<file path="config.mk">
export PLATFORM = sky130hd
export DESIGN_NAME = usb_rx_deserializer
export DESIGN_NICKNAME = d
export VERILOG_FILES = /design/src/rtl/usb_rx_deserializer.sv
export SDC_FILE = /design/constraint.sdc
export NUM_CORES = 1
export LEC_CHECK = 0
export ABC_AREA = 0
export CAP_MARGIN = 40
export CORE_AREA = 2 2 57 54
export DETAILED_ROUTE_END_ITERATION = 10
export DIE_AREA = 0 0 59 56
export GPL_TIMING_DRIVEN = 0
export SLEW_MARGIN = 0
export SYNTH_ARGS = -nofsm -noshare
export SYNTH_HDL_FRONTEND = slang
export SYNTH_SLANG_ARGS = --single-unit
</file>
<file path="constraint.sdc">
create_clock -name CLK -period 3.8 [get_ports CLK]
set_input_delay 0.76 -clock CLK [delete_from_list [all_inputs] [get_ports CLK]]
set_output_delay 0.76 -clock CLK [all_outputs]
set_load 0.005 [all_outputs]
</file>
<file path="src/rtl/usb_rx_deserializer.sv">
// USB receive deserializer: bit-stuff removal, WIDTH-bit word assembly, one-deep valid/ready output.
// Define USB_RX_BITSTUFF_EN to enable stuff-bit removal and stuff violation detection.
module usb_rx_deserializer #(
    parameter int WIDTH     = 8,
    parameter bit LSB_FIRST = 1'b1,
    localparam int CW       = $clog2(WIDTH)
) (
    input  logic             CLK,
    input  logic             RST,
    input  logic             clear,
    input  logic             shift_enable,
    input  logic             serial_in,
    output logic [WIDTH-1:0] data_out,
    output logic             data_valid,
    input  logic             data_ready,
    output logic             stuff_err,
    output logic             overflow,
    output logic [CW-1:0]    bit_cnt
);

    logic [WIDTH-1:0] shreg;
    logic [WIDTH-1:0] shifted;
    logic             strobe;
    logic             is_stuff;
    logic             stuff_viol;
    logic             accept;
    logic             complete;
    logic             take;
    logic             load;

    assign strobe = shift_enable & ~clear;

`ifdef USB_RX_BITSTUFF_EN
    logic [2:0] ones;

    // Ones run spans word boundaries; it never exceeds 6 because the next strobe is a stuff bit.
    always_ff @(posedge CLK) begin
        if (RST || clear) begin
            ones <= '0;
        end else if (shift_enable) begin
            if (is_stuff || !serial_in) begin
                ones <= '0;
            end else begin
                ones <= ones + 3'd1;
            end
        end
    end

    assign is_stuff   = strobe && (ones == 3'd6);
    assign stuff_viol = is_stuff & serial_in;
`else
    assign is_stuff   = 1'b0;
    assign stuff_viol = 1'b0;
`endif

    assign shifted  = LSB_FIRST ? {serial_in, shreg[WIDTH-1:1]}
                                : {shreg[WIDTH-2:0], serial_in};
    assign accept   = strobe & ~is_stuff;
    assign complete = accept && (bit_cnt == CW'(WIDTH - 1));
    assign take     = data_valid & data_ready;
    assign load     = complete & (~data_valid | data_ready);

    always_ff @(posedge CLK) begin
        if (RST) begin
            shreg      <= '0;
            bit_cnt    <= '0;
            data_out   <= '0;
            data_valid <= 1'b0;
            stuff_err  <= 1'b0;
            overflow   <= 1'b0;
        end else begin
            stuff_err <= stuff_viol;
            if (take) begin
                data_valid <= 1'b0;
            end
            if (load) begin
                data_out   <= shifted;
                data_valid <= 1'b1;
            end
            if (clear) begin
                shreg    <= '0;
                bit_cnt  <= '0;
                overflow <= 1'b0;
            end else begin
                if (complete && !load) begin
                    overflow <= 1'b1;
                end
                if (accept) begin
                    shreg   <= shifted;
                    bit_cnt <= complete ? '0 : bit_cnt + CW'(1);
                end else if (stuff_viol) begin
                    shreg   <= '0;
                    bit_cnt <= '0;
                end
            end
        end
    end

endmodule

</file>
==> results of run 1 <==
-- state kept, by name (all words and copies together) (netlist names) --
register and count:
data_out 8, overflow 1, data_valid 1, bit_cnt 3, shreg 7
-- per-layer routing --
layer | global-route usage (%) | share of wire, % | up-vias
met5 | 0 | 0 | -
met4 | 7.79 | 3.3 | 0
met3 | 2.79 | 4.9 | 5
met2 | 15.7 | 42 | 17
met1 | 13.7 | 49 | 272
li1 | - | - | 312
-- placed cells by master (no fill, tap or decap) --
master           count
nand2_2              1
clkbuf_1             2
clkdlybuf4s50_1     18
or2_1                1
nand3b_1             2
buf_4                1
a21oi_1              2
nor2_1              11
buf_2                1
clkbuf_8             1
dfxtp_1             20
conb_1               1
a31oi_1              1
mux2i_1             16
nand2b_1            18
ha_1                 2
nor3_4               1
o21ba_1              1
clkbuf_4             3
nor2b_1              1
-- cells by family after synthesis --
family                   share of synthesized area [%]
AO/OA/AOI/OAI                                     3.13
adder cells (fa/ha/maj)                           2.98
buffers and inverters                             2.38
flip-flops                                        47.7
multiplexers                                      19.1
other                                            0.447
AND/OR/NAND/NOR                                   24.3
-- cell usage after synthesis --
cell	count
nand2b_1	18
o21ba_1	1
nor2_1	11
a21oi_1	2
conb_1	1
ha_1	2
a31oi_1	1
nor2b_1	1
nor3_4	1
dfxtp_1	20
nand2_2	1
or2_1	1
mux2i_1	16
buf_2	1
nand3b_1	2
buf_4	1
clkbuf_1	2
-- how the worst max path moves through the flow --
stage | start | end | slack, ns | cells after the start
2_1_floorplan | data_ready | data_out[0] | 2.31 | 3
6_report | bit_cnt[0] | bit_cnt[0] | 1.83 | 1
3_5_place_dp | shift_enable | data_out[2] | 1.56 | 4
5_1_grt | bit_cnt[0] | bit_cnt[0] | 1.76 | 1
4_1_cts | bit_cnt[0] | bit_cnt[0] | 1.80 | 1
3_3_place_gp | shift_enable | data_out[6] | 1.60 | 4
-- cell type report --
| type | instances | area (µm²) | share of cell area [%] |
|---|---|---|---|
| Tap cell | 30 | 37.5 | 3.43 |
| Timing Repair Buffer | 18 | 180 | 16.5 |
| Clock buffer | 4 | 36.3 | 3.32 |
| Sequential cell | 20 | 400 | 36.6 |
| Multi-Input combinational cell | 58 | 419 | 38.3 |
| Buffer | 4 | 20.0 | 1.83 |
-- power groups by stage --
stage / clock network (W) / registers [W] / logic (W)
global placement: 0 / 0.000216 / 0.0000234
finish: 0.000124 / 0.000212 / 0.0000233
CTS: 0.000131 / 0.000212 / 0.0000235
global route: 0.000139 / 0.000212 / 0.0000257
floorplan: 0 / 0.000216 / 0.0000126
detailed placement: 0 / 0.000217 / 0.0000234
-- per-stage QoR --
stage	hold WS (ns)	std cells	util [%]	total power [W]	setup slack, ns
2_1_floorplan	0.451	82	-	0.000229	2.31
3_3_place_gp	0.459	130	39.8	0.000240	1.60
3_5_place_dp	0.461	130	39.8	0.000240	1.56
4_1_cts	0.482	134	41.1	0.000366	1.80
5_1_grt	0.506	134	41.1	0.000377	1.76
6_report	0.476	134	41.1	0.000359	1.83
==> results.md, run 1 <==
- Status: completed
- Post-CTS sizing: 0
- Yosys Warn Count: 0
- Sequential Power Share: 59.0%
- Crit path max-delay family: buffers and inverters
- Worst Path Buf+Inv: 1
- Syn avg cell area: between 10 and 15 µm²
- HPWL reported at the end of detailed placement: about 1.1 mm
- Worst Tran Pin Value: 0.548 ns
- Slew Limit Fails: 0
- Inserted Diodes: 0
- Post-DRT Antenna Nets: 0
- Syn nets: 90
- Share of layout cells above drive strength 1: 7.69%
- RSZ-0062 raised after global routing: false
- Slowest stage delay, CP: 0.52 ns
- Final wirelength: between 1.5 and 2 mm
- CTS Buf Count: 3
- Yosys cell types: 17
- Post-route cell area: 1090 µm²
- Gpl congestion: about 0.66
- Post-layout minimum cycle time: a little under 2 ns
- Total grt overflow: 0
- Die Footprint: around 3300 µm²
- Core ar.: 2660 µm²
- Deepest clock path buffer count: 2
- Routed len/inst: 11.4 µm
- CP arrival: about 1.2 ns
- Filler cells: 280
- Via/cell ratio: 4.52
- Hold Fails Final Rpt: 0
- Root buffer cell: clkbuf_4
- Pint: 0.000282 W
- CP cell instances: clkdlybuf4s50_1
- Synth top area share: 47.7%
- Pre-antenna DRT Iters: 4
- Max IR drop VDD: 0.133 mV
- Die height: 56 µm
- Initial antenna violation count: 0
- Yosys top cell by area: dfxtp_1
- Fmax: 507 MHz
- Vias in the first global route: 582
- First-pass GRT wire length: 2.65 mm
- Crit-path slowest cell: clkdlybuf4s50_1
- Nature of the critical path endpoint: output port
- Hold_sp: data_out[1]
- Switching component of the power: 0.0000768 W
- Placed cell area: 1060 µm²
- Skew-Pair Late Insertion Delay: 0.30 ns
- Crit Path Class: reg -> out
- Syn Inst Count: 82
- Min-Delay Endpoint: data_out[1]
- Chip Width: 59 µm
- Reg2reg end: data_out[6]
- Final-stage net count: ~110
- Layout area overhead: 30.3%
- Final Cycle Share: 51.9%
- Worst R2R Path Depth: 5
- H-tree depth: 1
- DRC viols: 0
- R2R Path Start: bit_cnt[0]
- R2R Setup Slk: 2.16 ns
- Clock Skews: 0.00552 ns
- Setup bufs post-CTS: 0
- Pin count of the biggest net entering global routing: 12
- CP Launch Type: register
- Clock power frac: between 30 and 40%
- P_leak: 0.389 nW
- DRT iter0 DRCs: 1
- Switching part of the total: 21.4%
- CTS tree: done
- Power Dens Cells: 328 nW/µm²
- Gate power share: around 6.5%
- Vias: approximately 610
- Final setup TNS: 0 ns
- I/O Pins: 20
- Hold Crit Class: reg -> reg
- Critical path required time: 3.04 ns
- Max_cap viols: 0
- Synth Cell Area: 840 µm²
- Aggregate global-route resource usage: 10.9%
- Sequential area share after synthesis: 47.7%
- Initial core utilization: 31.6%
- CTS sink count: 20
- Worst-path clk slew: 0.11 ns
- Buffers on Ports: 18
- Setup violators final: 0
- Row Count: 18
- Hold Path Cell Cnt: 2
- Hold buffers post-CTS: 0
- Maximum net fanout on the critical path: 4
- Worst slew margin: 63.4%
- Dominant cells by area after synthesis: dfxtp_1 48%, mux2i_1 19%, nand2b_1 13%
- Synth Register Bits: 20
No activity file was read; power rests on OpenSTA's default activity.
==> inputs of run 2 (changes only) <==
- clock period: 3.8 -> 1.9 ns (I/O delays scaled with it)
==> results of run 2 <==
Same layout as run 1 (identical final DEF). Status: completed.
Main changes from that run: setup slack after placement 1.56 ns -> 0.0379 ns; setup slack after layout 1.83 ns -> 0.264 ns; end point of the critical path bit_cnt[0] -> data_out[6]; register-to-register setup slack 2.16 ns -> 0.26 ns; total power 0.000359 W -> 0.000718 W; worst IR drop on VDD 0.133 mV -> 0.266 mV
==> inputs of run 3 (changes only) <==
--- a/constraint.sdc
+++ b/constraint.sdc
@@ -3,2 +3,2 @@
 set_output_delay 0.38 -clock CLK [all_outputs]
-set_load 0.005 [all_outputs]
+set_load 0.1 [all_outputs]
==> run 3 against run 2 <==
Cell area rose by 17%. Worst hold slack improved by 0.0033 ns. Clock power decreased by 23%. Maximum frequency fell by 6.6%. Critical endpoint is now bit_cnt[0]. Non-clock buffer count grew 13. First-iteration DRC count grew to 6.0 times the previous value. Utilization up 7.0 points. Sequential power barely moved. Power decreased by 4.6%.
==> results.md, run 3 (same netlist as run 1, synthesis figures left out) <==
- Crit path max-delay family: buffers and inverters (was simple AND/OR/NAND/NOR gates)
- WHS: 0.480 ns (was 0.476 ns)
- Chip Width: 59 µm (unchanged)
- RSZ-0062 raised after global routing: false (unchanged)
- Critical path required time: 1.52 ns (was 2.14 ns)
- Pin count of the biggest net entering global routing: 11 (was 12)
- Initial core utilization: 31.6% (unchanged)
- Layout area overhead: 52.3% (was 30.3%)
- Post-CTS sizing: 0 (unchanged)
- Row Count: 18 (unchanged)
- CTS tree: done (unchanged)
- Final Cycle Share: 92.2% (was 86.1%)
- Share of layout cells above drive strength 1: 19.8% (was 7.69%)
- Via/cell ratio: 4.43 (was 4.52)
- CTS Buf Count: 3 (unchanged)
- Worst R2R Path Depth: 5 (unchanged)
- Hold Fails Final Rpt: 0 (unchanged)
- DRT iter0 DRCs: 6 (was 1)
- Worst Tran Pin Value: 0.535 ns (was 0.548 ns)
- Core ar.: 2660 µm² (unchanged)
- Max IR drop VDD: 0.255 mV (was 0.266 mV)
- Max_cap viols: 0 (unchanged)
- Die height: 56 µm (unchanged)
- Crit-path slowest cell: clkdlybuf4s50_1 (was nor3_4)
- Hold Path Cell Cnt: 2 (unchanged)
- Root buffer cell: clkbuf_4 (unchanged)
- Most flops, register: data_out (unchanged)
- CTS sink count: 20 (unchanged)
- R2R Setup Slk: 0.30 ns (was 0.26 ns)
- Aggregate global-route resource usage: 10.9% (about the same)
- Multi-input gate area: 419 µm² (unchanged)
- Nature of the critical path endpoint: output port (was register)
- Post-route cell area: 1280 µm² (was 1090 µm²)
- Routed len/inst: 10.7 µm (was 11.4 µm)
- Worst slew margin: 64.2% (was 63.4%)
- Worst Path Buf+Inv: 2 (was 0)
- Crit Path Class: reg -> out (was reg -> reg)
- H-tree depth: 1 (unchanged)
- Regs by FF count: data_out: 8 flops, shreg: 7 flops, bit_cnt: 3 flops (unchanged)
- Slew Limit Fails: 0 (unchanged)
- Vias: 647 (was 606)
- Slowest stage delay, CP: 0.51 ns (was 0.44 ns)
- Clock Skews: 0.00414 ns (was 0.00552 ns)
- Hold buffers post-CTS: 0 (unchanged)
- Setup bufs post-CTS: 0 (unchanged)
- Filler cells: 266 (was 280)
- CP cell instances: clkdlybuf4s50_1, buf_8 (was ha_1, ha_1, nand2_2, nor3_4, mux2i_1)
- Stages on the worst setup path: 2 (was 5)
- Setup violators final: 0 (unchanged)
- Most frequent cells in the layout: 18 x nand2b_1, 18 x clkdlybuf4s50_1, 17 x dfxtp_1 (was 20 x dfxtp_1, 18 x nand2b_1, 18 x clkdlybuf4s50_1)
- Maximum net fanout on the critical path: 4 (was 8)
- Post-DRT Antenna Nets: 0 (unchanged)
- Pre-antenna DRT Iters: 4 (unchanged)
- Power Dens Cells: 536 nW/µm² (was 657 nW/µm²)
- Status: completed (unchanged)
- Initial antenna violation count: 0 (unchanged)
- Post-layout minimum cycle time: 1.75 ns (was 1.64 ns)
- Vias in the first global route: 615 (was 582)
- HPWL reported at the end of detailed placement: 1.18 mm (was 1.10 mm)
- Final wirelength: 1.56 mm (was 1.53 mm)
- Skew-Pair Late Insertion Delay: 0.29 ns (was 0.30 ns)
- Total grt overflow: 0 (unchanged)
- Gpl congestion: 0.644 (was 0.663)
- Register area: 404 µm² (was 400 µm²)
- Buffers on Ports: 18 (unchanged)
- Worst-path clk slew: 0.10 ns (was 0.11 ns)
- Placed cell area: 1260 µm² (was 1060 µm²)
- Hold Crit Class: reg -> reg (unchanged)
- CP arrival: 1.37 ns (was 1.87 ns)
- Final-stage net count: 126 (was 113)
- Max FFs per register: 8 (unchanged)
- P_leak: 0.477 nW (was 0.389 nW)
- Fmax: 571 MHz (was 611 MHz)
- Inserted Diodes: 0 (unchanged)
- Final setup TNS: 0 ns (unchanged)
- DRC viols: 0 (unchanged)
- Layout Utilization: 48.1% (was 41.1%)
- Deepest clock path buffer count: 2 (unchanged)
- First-pass GRT wire length: 2.75 mm (was 2.65 mm)
- Pwr Total: 0.000685 W (was 0.000718 W)
- I/O Pins: 20 (unchanged)
- Die Footprint: 3300 µm² (unchanged)
- CP Launch Type: register (unchanged)
[run 3: changes by cell type in the layout (fill, tap and decap cells not counted), sizes merged]
cell / change
clkbuf: -1
buf: +13
[run 3: cell type report]
class                   count  area share (%)
multi-input cells          58            32.8
flip-flops and latches     20            31.6
repair buffers             31            29.4
well taps                  30            2.94
clock buffers               3            1.76
plain buffers               4            1.57
[run 3: final timing paths]
path                            startpoint     endpoint
worst max-delay path            bit_cnt[0]   bit_cnt[0]
worst min-delay path              shreg[1]  data_out[0]
worst max register to register  bit_cnt[0]  data_out[3]
worst min register to register    shreg[1]  data_out[0]
[run 3: worst min-delay path, stage by stage, from the launching register on]
cell	delay (ns)
dfxtp_1	0.33
nand2b_1	0.06
mux2i_1	0.06
[run 3: power by group]
group	switching (W)	leakage, nW	internal (W)	total [W]
registers	0.00000207	0.163	0.000422	0.000424
logic	0.0000393	0.301	0.0000300	0.0000693
clock network	0.000118	0.0138	0.0000737	0.000192
total	0.000160	0.477	0.000525	0.000685
[run 3: per-stage QoR]
stage / setup slack [ns] / cells
2_1_floorplan: 0.0993 / 82
3_3_place_gp: 0.0550 / 130
3_5_place_dp: 0.0866 / 143
4_1_cts: 0.121 / 146
5_1_grt: 0.0830 / 146
6_report: 0.149 / 146
[run 3: routing by layer]
layer | up-vias | global-route usage, % | part of all wire [%]
met2 | 18 | 16.2 | 47
met3 | 2 | 3.72 | 6.0
met1 | 290 | 13.7 | 46
met4 | 0 | 5.84 | 1.3
met5 | - | 0 | 0
li1 | 337 | - | -
